### src/rtl/mem_ctrl_arbiter_pkg.sv
`default_nettype none
// ============================================================================
// Module      : mem_arb_pkg
// Description : Shared types and sizing helpers for the mem_ctrl arbiter.
// Revision    : 1.0 - initial release
// ============================================================================
package mem_arb_pkg;

    typedef enum logic [1:0] {
        OP_NOP  = 2'b00,
        OP_RD   = 2'b01,
        OP_RSVD = 2'b10,
        OP_WR   = 2'b11
    } op_e;

    typedef enum logic [1:0] {
        IDLE    = 2'b00,
        BUSY    = 2'b01,
        RELEASE = 2'b10
    } state_e;

    localparam int DEF_WORD_SIZE     = 32;
    localparam int DEF_CL_SIZE_WIDTH = 512;
    localparam int WORDS_PER_LINE    = DEF_CL_SIZE_WIDTH / DEF_WORD_SIZE;
    localparam int WCNT_W            = $clog2(WORDS_PER_LINE + 1);

    // Bits needed to hold every value in 0..max_val inclusive.
    function automatic int cnt_width(input int max_val);
        return $clog2(max_val + 1);
    endfunction

endpackage
`default_nettype wire

### src/rtl/mem_ctrl_arbiter_if.sv
`default_nettype none
// ============================================================================
// Module      : mem_ctrl_arbiter_if
// Description : Requester-side and mem_ctrl-side buses of the arbiter.
// Revision    : 1.0 - initial release
// ============================================================================
interface mem_ctrl_arbiter_if #(
    parameter int NUM_REQ       = 4,
    parameter int ADDR_BITCOUNT = 64,
    parameter int WORD_SIZE     = 32
) ();
    logic [NUM_REQ-1:0]                    req_valid;
    logic [NUM_REQ-1:0][1:0]               req_op;
    logic [NUM_REQ-1:0][ADDR_BITCOUNT-1:0] req_addr;
    logic [NUM_REQ-1:0][ADDR_BITCOUNT-1:0] req_offset;
    logic [NUM_REQ-1:0][WORD_SIZE-1:0]     req_wdata;
    logic [NUM_REQ-1:0]                    grant;
    logic [NUM_REQ-1:0]                    wr_pull;
    logic [NUM_REQ-1:0]                    rd_valid_out;
    logic [WORD_SIZE-1:0]                  rd_data;
    logic [NUM_REQ-1:0]                    req_done;
    logic [NUM_REQ-1:0]                    req_err;
    logic                                  ctrl_ready;
    logic                                  ctrl_tx_done;
    logic                                  ctrl_rd_valid;
    logic [1:0]                            op;
    logic [ADDR_BITCOUNT-1:0]              raw_address;
    logic [ADDR_BITCOUNT-1:0]              address_offset;
    logic [WORD_SIZE-1:0]                  common_data_bus_read_in;
    logic [WORD_SIZE-1:0]                  common_data_bus_write_out;

    modport master (
        input  req_valid, req_op, req_addr, req_offset, req_wdata,
        input  ctrl_ready, ctrl_tx_done, ctrl_rd_valid, common_data_bus_write_out,
        output grant, wr_pull, rd_valid_out, rd_data, req_done, req_err,
        output op, raw_address, address_offset, common_data_bus_read_in
    );

    modport slave (
        output req_valid, req_op, req_addr, req_offset, req_wdata,
        output ctrl_ready, ctrl_tx_done, ctrl_rd_valid, common_data_bus_write_out,
        input  grant, wr_pull, rd_valid_out, rd_data, req_done, req_err,
        input  op, raw_address, address_offset, common_data_bus_read_in
    );
endinterface
`default_nettype wire

### src/rtl/mem_ctrl_arbiter_rr_arbiter.sv
`default_nettype none
// ============================================================================
// Module      : rr_arbiter
// Description : Combinational round-robin pick of the first request after ptr.
// Revision    : 1.0 - initial release
// ============================================================================
module rr_arbiter #(
    parameter int NUM_REQ = 4
) (
    input  wire logic [NUM_REQ-1:0]         req,
    input  wire logic [$clog2(NUM_REQ)-1:0] ptr,
    output logic      [NUM_REQ-1:0]         winner,
    output logic                            any
);
    // Two passes: indices above ptr first, then wrap to 0..ptr.
    always_comb begin
        winner = '0;
        any    = 1'b0;
        for (int i = 0; i < NUM_REQ; i++) begin
            if (!any && req[i] && (i > int'(ptr))) begin
                winner[i] = 1'b1;
                any       = 1'b1;
            end
        end
        for (int i = 0; i < NUM_REQ; i++) begin
            if (!any && req[i] && (i <= int'(ptr))) begin
                winner[i] = 1'b1;
                any       = 1'b1;
            end
        end
    end
endmodule
`default_nettype wire

### src/rtl/mem_ctrl_arbiter.sv
`default_nettype none
// ============================================================================
// Module      : mem_ctrl_arbiter
// Description : Round-robin sharing of one mem_ctrl between NUM_REQ requesters.
// Revision    : 1.0 - initial release
// ============================================================================
module mem_ctrl_arbiter
    import mem_arb_pkg::*;
#(
    parameter int NUM_REQ        = 4,
    parameter int ADDR_BITCOUNT  = 64,
    parameter int WORD_SIZE      = 32,
    parameter int CL_SIZE_WIDTH  = 512,
    parameter int TIMEOUT_CYCLES = 64
) (
    input  wire logic          clk,
    input  wire logic          rst_n,
    mem_ctrl_arbiter_if.master bus
);
    localparam int WPL    = CL_SIZE_WIDTH / WORD_SIZE;
    localparam int CNT_W  = cnt_width(WPL);
    localparam int WD_W   = cnt_width(TIMEOUT_CYCLES);
    localparam int IDX_W  = $clog2(NUM_REQ);

    state_e                   state_q, state_d;
    op_e                      op_q, op_d;
    logic [NUM_REQ-1:0]       grant_q, grant_d;
    logic [NUM_REQ-1:0]       wr_pull_q, wr_pull_d;
    logic [NUM_REQ-1:0]       req_done_q, req_done_d;
    logic [NUM_REQ-1:0]       req_err_q, req_err_d;
    logic [ADDR_BITCOUNT-1:0] raw_addr_q, raw_addr_d;
    logic [ADDR_BITCOUNT-1:0] addr_off_q, addr_off_d;
    logic [IDX_W-1:0]         ptr_q, ptr_d;
    logic [IDX_W-1:0]         owner_q, owner_d;
    logic [CNT_W-1:0]         wcnt_q, wcnt_d;
    logic [WD_W-1:0]          wd_q, wd_d;

    logic [NUM_REQ-1:0]       eligible;
    logic [NUM_REQ-1:0]       win_oh;
    logic                     win_any;
    logic [IDX_W-1:0]         win_idx;
    op_e                      win_op;
    logic                     busy_rd;
    logic                     busy_wr;

    // A nop is indistinguishable from an absent request.
    always_comb begin
        eligible = '0;
        for (int i = 0; i < NUM_REQ; i++) begin
            eligible[i] = bus.req_valid[i] && (bus.req_op[i] != OP_NOP);
        end
    end

    rr_arbiter #(
        .NUM_REQ (NUM_REQ)
    ) u_rr_arbiter (
        .req    (eligible),
        .ptr    (ptr_q),
        .winner (win_oh),
        .any    (win_any)
    );

    always_comb begin
        win_idx = '0;
        for (int i = 0; i < NUM_REQ; i++) begin
            if (win_oh[i]) begin
                win_idx = IDX_W'(i);
            end
        end
    end

    assign win_op = op_e'(bus.req_op[win_idx]);

    always_comb begin
        state_d    = state_q;
        op_d       = op_q;
        grant_d    = grant_q;
        wr_pull_d  = wr_pull_q;
        req_done_d = '0;
        req_err_d  = '0;
        raw_addr_d = raw_addr_q;
        addr_off_d = addr_off_q;
        ptr_d      = ptr_q;
        owner_d    = owner_q;
        wcnt_d     = wcnt_q;
        wd_d       = wd_q;
        unique case (state_q)
            IDLE: begin
                if (bus.ctrl_ready && win_any) begin
                    ptr_d = win_idx;
                    if (win_op == OP_RSVD) begin
                        req_done_d = win_oh;
                        req_err_d  = win_oh;
                    end else begin
                        state_d    = BUSY;
                        op_d       = win_op;
                        grant_d    = win_oh;
                        owner_d    = win_idx;
                        raw_addr_d = bus.req_addr[win_idx];
                        addr_off_d = bus.req_offset[win_idx];
                        wcnt_d     = '0;
                        wd_d       = '0;
                        wr_pull_d  = (win_op == OP_WR) ? win_oh : '0;
                    end
                end
            end
            BUSY: begin
                wd_d = wd_q + WD_W'(1);
                if (|wr_pull_q) begin
                    wcnt_d = wcnt_q + CNT_W'(1);
                    if (wcnt_q == CNT_W'(WPL - 1)) begin
                        wr_pull_d = '0;
                    end
                end
                // tx_done on the watchdog's last cycle is a clean completion.
                if (bus.ctrl_tx_done || (wd_q == WD_W'(TIMEOUT_CYCLES - 1))) begin
                    state_d    = RELEASE;
                    op_d       = OP_NOP;
                    grant_d    = '0;
                    wr_pull_d  = '0;
                    req_done_d = grant_q;
                    req_err_d  = bus.ctrl_tx_done ? '0 : grant_q;
                end
            end
            RELEASE: begin
                state_d = IDLE;
            end
            default: begin
                state_d = IDLE;
            end
        endcase
    end

    always_ff @(posedge clk or negedge rst_n) begin
        if (!rst_n) begin
            state_q    <= IDLE;
            op_q       <= OP_NOP;
            grant_q    <= '0;
            wr_pull_q  <= '0;
            req_done_q <= '0;
            req_err_q  <= '0;
            raw_addr_q <= '0;
            addr_off_q <= '0;
            ptr_q      <= IDX_W'(NUM_REQ - 1);
            owner_q    <= '0;
            wcnt_q     <= '0;
            wd_q       <= '0;
        end else begin
            state_q    <= state_d;
            op_q       <= op_d;
            grant_q    <= grant_d;
            wr_pull_q  <= wr_pull_d;
            req_done_q <= req_done_d;
            req_err_q  <= req_err_d;
            raw_addr_q <= raw_addr_d;
            addr_off_q <= addr_off_d;
            ptr_q      <= ptr_d;
            owner_q    <= owner_d;
            wcnt_q     <= wcnt_d;
            wd_q       <= wd_d;
        end
    end

    assign busy_rd = (state_q == BUSY) && (op_q == OP_RD);
    assign busy_wr = (state_q == BUSY) && (op_q == OP_WR);

    assign bus.grant                   = grant_q;
    assign bus.wr_pull                 = wr_pull_q;
    assign bus.req_done                = req_done_q;
    assign bus.req_err                 = req_err_q;
    assign bus.op                      = op_q;
    assign bus.raw_address             = raw_addr_q;
    assign bus.address_offset          = addr_off_q;
    assign bus.rd_data                 = busy_rd ? bus.common_data_bus_write_out : '0;
    assign bus.rd_valid_out            = (busy_rd && bus.ctrl_rd_valid) ? grant_q : '0;
    assign bus.common_data_bus_read_in = busy_wr ? bus.req_wdata[owner_q] : '0;

endmodule
`default_nettype wire

### src/flat_wrapper.sv
// flat-port wrapper written by rule: the top's interface ports become plain ports
module mem_ctrl_arbiter_flat import mem_arb_pkg::*;
#(
    parameter int NUM_REQ        = 4,
    parameter int ADDR_BITCOUNT  = 64,
    parameter int WORD_SIZE      = 32,
    parameter int CL_SIZE_WIDTH  = 512,
    parameter int TIMEOUT_CYCLES = 64
)
  (clk, rst_n, bus_req_valid, bus_req_op, bus_req_addr, bus_req_offset, bus_req_wdata, bus_ctrl_ready, bus_ctrl_tx_done, bus_ctrl_rd_valid, bus_common_data_bus_write_out, bus_grant, bus_wr_pull, bus_rd_valid_out, bus_rd_data, bus_req_done, bus_req_err, bus_op, bus_raw_address, bus_address_offset, bus_common_data_bus_read_in);
  mem_ctrl_arbiter_if #(.NUM_REQ(NUM_REQ), .ADDR_BITCOUNT(ADDR_BITCOUNT), .WORD_SIZE(WORD_SIZE)) bus_i ();
  input  wire logic clk;
  input  wire logic rst_n;
  input wire logic [$bits(bus_i.req_valid)-1:0] bus_req_valid;
  input wire logic [$bits(bus_i.req_op)-1:0] bus_req_op;
  input wire logic [$bits(bus_i.req_addr)-1:0] bus_req_addr;
  input wire logic [$bits(bus_i.req_offset)-1:0] bus_req_offset;
  input wire logic [$bits(bus_i.req_wdata)-1:0] bus_req_wdata;
  input wire logic [$bits(bus_i.ctrl_ready)-1:0] bus_ctrl_ready;
  input wire logic [$bits(bus_i.ctrl_tx_done)-1:0] bus_ctrl_tx_done;
  input wire logic [$bits(bus_i.ctrl_rd_valid)-1:0] bus_ctrl_rd_valid;
  input wire logic [$bits(bus_i.common_data_bus_write_out)-1:0] bus_common_data_bus_write_out;
  output wire logic [$bits(bus_i.grant)-1:0] bus_grant;
  output wire logic [$bits(bus_i.wr_pull)-1:0] bus_wr_pull;
  output wire logic [$bits(bus_i.rd_valid_out)-1:0] bus_rd_valid_out;
  output wire logic [$bits(bus_i.rd_data)-1:0] bus_rd_data;
  output wire logic [$bits(bus_i.req_done)-1:0] bus_req_done;
  output wire logic [$bits(bus_i.req_err)-1:0] bus_req_err;
  output wire logic [$bits(bus_i.op)-1:0] bus_op;
  output wire logic [$bits(bus_i.raw_address)-1:0] bus_raw_address;
  output wire logic [$bits(bus_i.address_offset)-1:0] bus_address_offset;
  output wire logic [$bits(bus_i.common_data_bus_read_in)-1:0] bus_common_data_bus_read_in;
  assign bus_i.req_valid = bus_req_valid;
  assign bus_i.req_op = bus_req_op;
  assign bus_i.req_addr = bus_req_addr;
  assign bus_i.req_offset = bus_req_offset;
  assign bus_i.req_wdata = bus_req_wdata;
  assign bus_i.ctrl_ready = bus_ctrl_ready;
  assign bus_i.ctrl_tx_done = bus_ctrl_tx_done;
  assign bus_i.ctrl_rd_valid = bus_ctrl_rd_valid;
  assign bus_i.common_data_bus_write_out = bus_common_data_bus_write_out;
  assign bus_grant = bus_i.grant;
  assign bus_wr_pull = bus_i.wr_pull;
  assign bus_rd_valid_out = bus_i.rd_valid_out;
  assign bus_rd_data = bus_i.rd_data;
  assign bus_req_done = bus_i.req_done;
  assign bus_req_err = bus_i.req_err;
  assign bus_op = bus_i.op;
  assign bus_raw_address = bus_i.raw_address;
  assign bus_address_offset = bus_i.address_offset;
  assign bus_common_data_bus_read_in = bus_i.common_data_bus_read_in;
  mem_ctrl_arbiter #(.NUM_REQ(NUM_REQ), .ADDR_BITCOUNT(ADDR_BITCOUNT), .WORD_SIZE(WORD_SIZE), .CL_SIZE_WIDTH(CL_SIZE_WIDTH), .TIMEOUT_CYCLES(TIMEOUT_CYCLES)) u_core (.clk(clk), .rst_n(rst_n), .bus(bus_i));
endmodule
### config.mk
export PLATFORM = sky130hd
export DESIGN_NAME = mem_ctrl_arbiter_flat
export DESIGN_NICKNAME = d
export VERILOG_FILES = /design/src/rtl/mem_ctrl_arbiter_pkg.sv /design/src/rtl/mem_ctrl_arbiter_if.sv /design/src/rtl/mem_ctrl_arbiter_rr_arbiter.sv /design/src/rtl/mem_ctrl_arbiter.sv /design/src/flat_wrapper.sv
export SDC_FILE = /design/constraint.sdc
export NUM_CORES = 1
export LEC_CHECK = 0
export ABC_CLOCK_PERIOD_IN_PS = 3900
export CAP_MARGIN = 20
export CORE_AREA = 10 10 340 342
export DETAILED_ROUTE_END_ITERATION = 12
export DIE_AREA = 0 0 350 352
export DONT_BUFFER_PORTS = 1
export GPL_TIMING_DRIVEN = 0
export PLACE_DENSITY_LB_ADDON = 0.1
export SLEW_MARGIN = 20
export SYNTH_ARGS = -nofsm -noshare
export SYNTH_HDL_FRONTEND = slang
export SYNTH_SLANG_ARGS = --single-unit
### constraint.sdc
create_clock -name clk -period 3.9 [get_ports clk]
set_input_delay 0.195 -clock clk [delete_from_list [all_inputs] [get_ports clk]]
set_output_delay 0.195 -clock clk [all_outputs]
set_load 0.01 [all_outputs]
Yosys cells after proc, flatten, opt, wreduce, memory -nomap -nowiden
Cells that the tools add are included.
Word-level totals
  flip-flop bits (word level): 164
  bits of input ports: 689
  output and inout bits: 214
  logic and storage cells: 137
Operators by class
  $add $sub $neg: 2
  $lt $le $gt $ge: 8
  eq/ne operators: 13
  muxes and demuxes: 60
  bitwise gates (word level): 1
  reduce and logical (&&, ||, !) cells: 41
Operators by type and width (count)
  64-bit binary-select mux with 2-bit select: 2
  64-bit two-way mux: 2
  32-bit two-way mux: 3
  32-bit binary-select mux with 2-bit select: 1
  4-bit two-way mux: 15
  4-bit case mux with 2 select lines: 4
  1-bit logical AND: 20
  2-bit two-way mux: 9
  5-bit two-way mux: 3
  1-bit two-way mux: 14
  7-bit two-way mux: 2
  7-bit case mux with 2 select lines: 1
  5-bit case mux with 2 select lines: 1
  2-bit nonzero test: 5
  3-bit AND reduction: 3
  2-bit case mux with 2 select lines: 2
  4-bit AND reduction: 2
  7-bit by 1-bit adder with 7-bit output (second input constant): 1
  7-bit by 6-bit equality test with 1-bit output (second input constant): 1
  2-bit equality test (second input constant): 3
  1-bit logical NOT: 6
  2-bit by 3-bit less-than comparator with 1-bit output (second input constant): 2
  2-bit by 1-bit != test with 1-bit output (second input constant): 3
  3-bit by 1-bit != test with 1-bit output (second input constant): 2
  other kinds (15): 18

Longest topological paths before layout
  depth in word-level cells: 35
  mapped depth: 10
  gate-level depth less buffers: 8

Hierarchy
Synthesis repeated with hierarchy kept, for this count alone.
Unflattened totals
  cells, all modules: 1129
  area, all modules: 11871.4 µm²
Modules (own cells, without submodules)
  mem_ctrl_arbiter: instances 1, cells each 1111, area an instance 11757.5 µm², seq. area each 4106.4 µm²
  rr_arbiter: instances 1, cells each 18, area an instance 113.9 µm², seq. area each 0.0 µm²

Least setup slack after synthesis
No wires, ideal clock.
  path type: register -> register
  from: reg u_core.ptr_q[0]
  to: reg u_core.addr_off_q[0] (netlist: u_core.bus.address_offset[0])
  library setup time: 125 ps
  arrival time: 2177 ps
  data required time: 3775 ps
  setup slack: 1598 ps
  stages on the path, launching flop included: 9
  path buffers: 3
  clock period less this slack: 2302 ps
  cell sequence: dfstp_2 > clkbuf_1 > nor2_1 > nor4bb_4 > nor4_4 > a21boi_2 > buf_6 > buf_6 > mux2_2
On the way
  cells in the longest elaborated chain, start to end: 32
  elaborated cells on any way between the ends: 47
  those cells by class: order compare: 6; eq/ne: 1; mux: 19; bitwise: 1; reduce/logical: 20
Ends and longest elaborated chain
  from (decl): RTL line mem_ctrl_arbiter.sv:33  | logic [IDX_W-1:0] ptr_q, ptr_d;
  from (signal assigned): RTL line mem_ctrl_arbiter.sv:144  | ptr_q <= IDX_W'(NUM_REQ - 1);
  from (signal assigned): RTL line mem_ctrl_arbiter.sv:157  | ptr_q <= ptr_d;
  1-bit by 2-bit > comparator with 1-bit output: RTL line mem_ctrl_arbiter_rr_arbiter.sv:20  | if (!any && req[i] && (i > int'(ptr))) begin
  1-bit logical AND: RTL line mem_ctrl_arbiter_rr_arbiter.sv:20
  1-bit two-way mux: RTL line mem_ctrl_arbiter_rr_arbiter.sv:20
  1-bit logical NOT: RTL line mem_ctrl_arbiter_rr_arbiter.sv:20
  1-bit logical AND (2 in a row): RTL line mem_ctrl_arbiter_rr_arbiter.sv:20
  1-bit two-way mux: RTL line mem_ctrl_arbiter_rr_arbiter.sv:20
  1-bit logical NOT: RTL line mem_ctrl_arbiter_rr_arbiter.sv:20
  1-bit logical AND (2 in a row): RTL line mem_ctrl_arbiter_rr_arbiter.sv:20
  [13 not listed]
  1-bit logical AND (2 in a row): RTL line mem_ctrl_arbiter_rr_arbiter.sv:26  | if (!any && req[i] && (i <= int'(ptr))) begin
  1-bit two-way mux: RTL line mem_ctrl_arbiter_rr_arbiter.sv:26
  2-bit two-way mux: RTL line mem_ctrl_arbiter.sv:66  | if (win_oh[i]) begin
  2-bit binary-select mux with 2-bit select: RTL line mem_ctrl_arbiter.sv:72  | assign win_op = op_e'(bus.req_op[win_idx]);
  2-bit two-way mux (implied by the code): RTL line mem_ctrl_arbiter.sv:72
  2-bit equality test: RTL line mem_ctrl_arbiter.sv:91  | if (win_op == OP_RSVD) begin
  1-bit NOT (no line)
  3-bit AND reduction (no line)
  to (signal assigned): RTL line mem_ctrl_arbiter.sv:156  | addr_off_q <= addr_off_d;
  to (decl): RTL line mem_ctrl_arbiter.sv:32  | logic [ADDR_BITCOUNT-1:0] addr_off_q, addr_off_d;
Parallel ways exist; a longest one is shown, timed or not. The select of a mux whose other input is x is not followed.
A chain may end at the register's enable or synchronous reset.

Worst setup path in the final report
  from: reg u_core.ptr_q[0]
  to: reg u_core.addr_off_q[35] (netlist: u_core.bus.address_offset[35])
Same word-level chain as after synthesis.

==> results.yml <==
critical_path:
  critical_path_class: "flip-flop to flip-flop"
  cp.required_ns: 4.34
  cp_max_fo: 10
  crit_path_end_kind: "flip-flop"
  cp-start-kind: "flip-flop"
  critical_path_arrival_ns: 4.02
grt:
  grt_overflow: 0
  grt_pass1_vias: 11055
  grt_pass1_wl_microns: 103000
  antenna_found_initial: 43
  grt_max_degree: 165
  track_usage_pct: 12.1
cts:
  cts.hold.buffers_added: 53
  post_cts_buffers: 0
  numCtsBuffers: 17
  clockBufferDepth: 2
  clk_pin_slew_ns: 0.08
  clk_latency_ns: 0.50
  htreeDepth: 4
  clock-root-buffer: "clkbuf_16"
  cts_tree: "built"
  cts_sinks: 164
timing:
  setup_viol: 0
  finalCriticalPeriod_ns: 3.59
  grt_setup_unrepaired: "false"
  finalMaxSlewViolations: 0
  hold_viol: 164
  min_period_over_period_pct: 92.0
  tightest_slew_ns: 1.00
  fin_ws_ns: 0.312
  holdWs_ns: -0.597
  max_freq_mhz: 279
  slew_headroom_pct: 33.1
  clock_skew_ns: 0.0181
placement:
  port_buffers: 0
  gp_congestion: 0.835
  dpl.hpwl_microns: 66900
  post-place-ws_ns: -0.0370
synthesis:
  postSynthCellCount: 1059
  synth_area_per_cell_sq_um: 11.0
  synth_seq_area_share_pct: 35.3
  ys.flop_type: "dfrtp_1"
  ys_seq_elements: 164
  yosys_warnings: 0
  ys_types: 50
  netlist_area_sq_um: 11600
  synth.net_count: 1751
  synth_edf_count: 0
  synth_async_sr_flop_share_pct: 100
hold_path:
  hp-class: "input pin to async pin"
finish:
  fin_nets: 1822
  layout_commonest_cell: "mux2i_1"
  mostFrequentLayoutCells: "mux2i_1 (257), dfrtp_1 (162), o22ai_1 (132)"
  syn2layout_area_growth_pct: 25.0
  drive_above_1_share_pct: 22.0
drt:
  vias: 9747
  viasPerCell: 3.80
  dr.pass1.iters: 5
  ant_nets: 0
  wl_per_cell_microns: 30.5
  drt-total-wl_microns: 78200
  drt_iter0_drc: 489
  drc_errors: 0
floorplanning:
  die_area_sq_um: 123000
  core_region_area_sq_um: 109000
  fp.dieH_microns: 352
  initial_core_util_pct: 10.7
  fp-row-count: 121
  io_pins: 903
  die_w_microns: 350
power:
  p_per_area_nw_per_um2: 742
  ir_drop_mv: 0.272
  power_leakage_nw: 5.93
  finalPower_mw: 10.8
run:
  maxCapViolCount: 0
status:
  violations: "hold timing"
  run_status: "finished, violations left"
cells in the mapped netlist, types with 2 or more instances:
master,count,share of area (%)
a32o_1,2,0.17
a21oi_1,23,0.99
nor3b_1,5,0.32
and3_1,8,0.43
nand3_1,16,0.69
o21a_1,3,0.19
o21ai_0,20,0.86
nor2_1,17,0.55
and2_1,34,1.8
nand2b_1,4,0.22
o21ai_1,5,0.22
buf_6,9,0.87
mux4_2,32,6.2
nand4_1,4,0.22
o221ai_1,2,0.15
o22ai_1,132,7.1
mux2i_1,257,22
buf_4,3,0.19
nand2_1,30,0.97
a31oi_1,5,0.27
inv_1,14,0.45
buf_1,9,0.29
mux2_1,13,1.3
buf_2,46,2.0
clkbuf_1,27,0.87
o211ai_1,2,0.13
ha_1,3,0.32
nor3_1,4,0.17
mux2_2,115,11
dfrtp_1,162,35
dfstp_2,2,0.45
nor2b_1,33,1.8
layer usage:
layer | track usage [%] | part of all wire [%]
met2 | 23.6 | 55
met1 | 12.4 | 35
met5 | 0 | 0.11
met4 | 2.85 | 1.6
met3 | 3.58 | 7.6
final timing paths:
kind | start | endpoint | slack [ns] | depth (start not counted)
min in group clk | bus_req_addr[129] | u_core.bus.raw_address[1] | 0.05 | 3
min reg2reg | u_core.wd_q[0] | u_core.wd_q[0] | 0.50 | 1
max in group asynchronous | rst_n | u_core.bus.raw_address[38] | 4.14 | 0
min | rst_n | u_core.bus.address_offset[52] | -0.60 | 0
max | u_core.ptr_q[0] | u_core.bus.address_offset[35] | 0.31 | 9
max reg2reg | u_core.ptr_q[0] | u_core.bus.address_offset[35] | 0.31 | 9
through the flow:
step / cells / setup TNS (ns) / utilization, % / cell area (sq um)
6_report: 2568 / 0 / 13.4 / 14500
5_1_grt: 2561 / 0 / 13.4 / 14500
4_1_cts: 2557 / 0 / 13.4 / 14500
3_5_place_dp: 2473 / -0.162 / 12.4 / 13400
3_3_place_gp: 2473 / -31.63 / 12.3 / 13400
2_1_floorplan: 1059 / 0 / - / 11600
repair_timing:
item / CTS / global route
endpoints found under the setup margin: 8 / 4
resized for setup: 1 / 3
pin swaps: 0 / 0
endpoints found under the hold margin: 184 / 164
where the power goes:
part,total (mW),leakage [nW],internal [mW],switching [mW]
clock network,1.73,0.259,0.830,0.904
logic,5.31,3.74,2.33,2.98
registers,3.74,1.93,2.51,1.23
total,10.8,5.93,5.67,5.11
cells by family (layout without fill, tap and decap cells):
logic type / Yosys count / after routing / share of synthesized area [%]
adders and majority gates: 3 / 3 / 0.323
and+or+nand+nor: 163 / 163 / 7.96
xor gates and xnor gates: 2 / 2 / 0.151
AOI/OAI and AO/OA: 202 / 202 / 10.8
DFF: 164 / 164 / 35.3
muxes: 417 / 417 / 40.7
buffers and inverters: 108 / 192 / 4.66
other: 0 / 11 / 0
final cells by class:
type | count | area (sq um)
Clock inverter | 14 | 129
Fill cell | 12306 | 94000
Timing Repair Buffer | 53 | 531
Inverter | 14 | 52.6
Clock buffer | 18 | 429
Buffer | 93 | 494
Sequential cell | 164 | 4110
Multi-Input combinational cell | 787 | 6990
Antenna cell | 11 | 27.5
Tap cell | 1414 | 1770
worst max-delay path, stage by stage (launching register included):
cell and delay [ns]:
dfstp_2 0.53, clkbuf_1 0.38, o21ai_1 0.19, a21oi_1 0.16
nor2_1 0.06, nand2_1 0.55, buf_4 0.44, buf_2 0.38
mux2i_1 0.55, mux2_2 0.26
sequential cells by signal, summed over array words and instances, names as in the netlist, 4 cells and up:
signal,flops
u_core.wcnt_q,5
u_core.bus.wr_pull,4
u_core.bus.grant,4
u_core.bus.req_done,4
u_core.bus.req_err,4
u_core.bus.raw_address,64
u_core.wd_q,7
u_core.bus.address_offset,64
(Power assumes the default switching activity.)
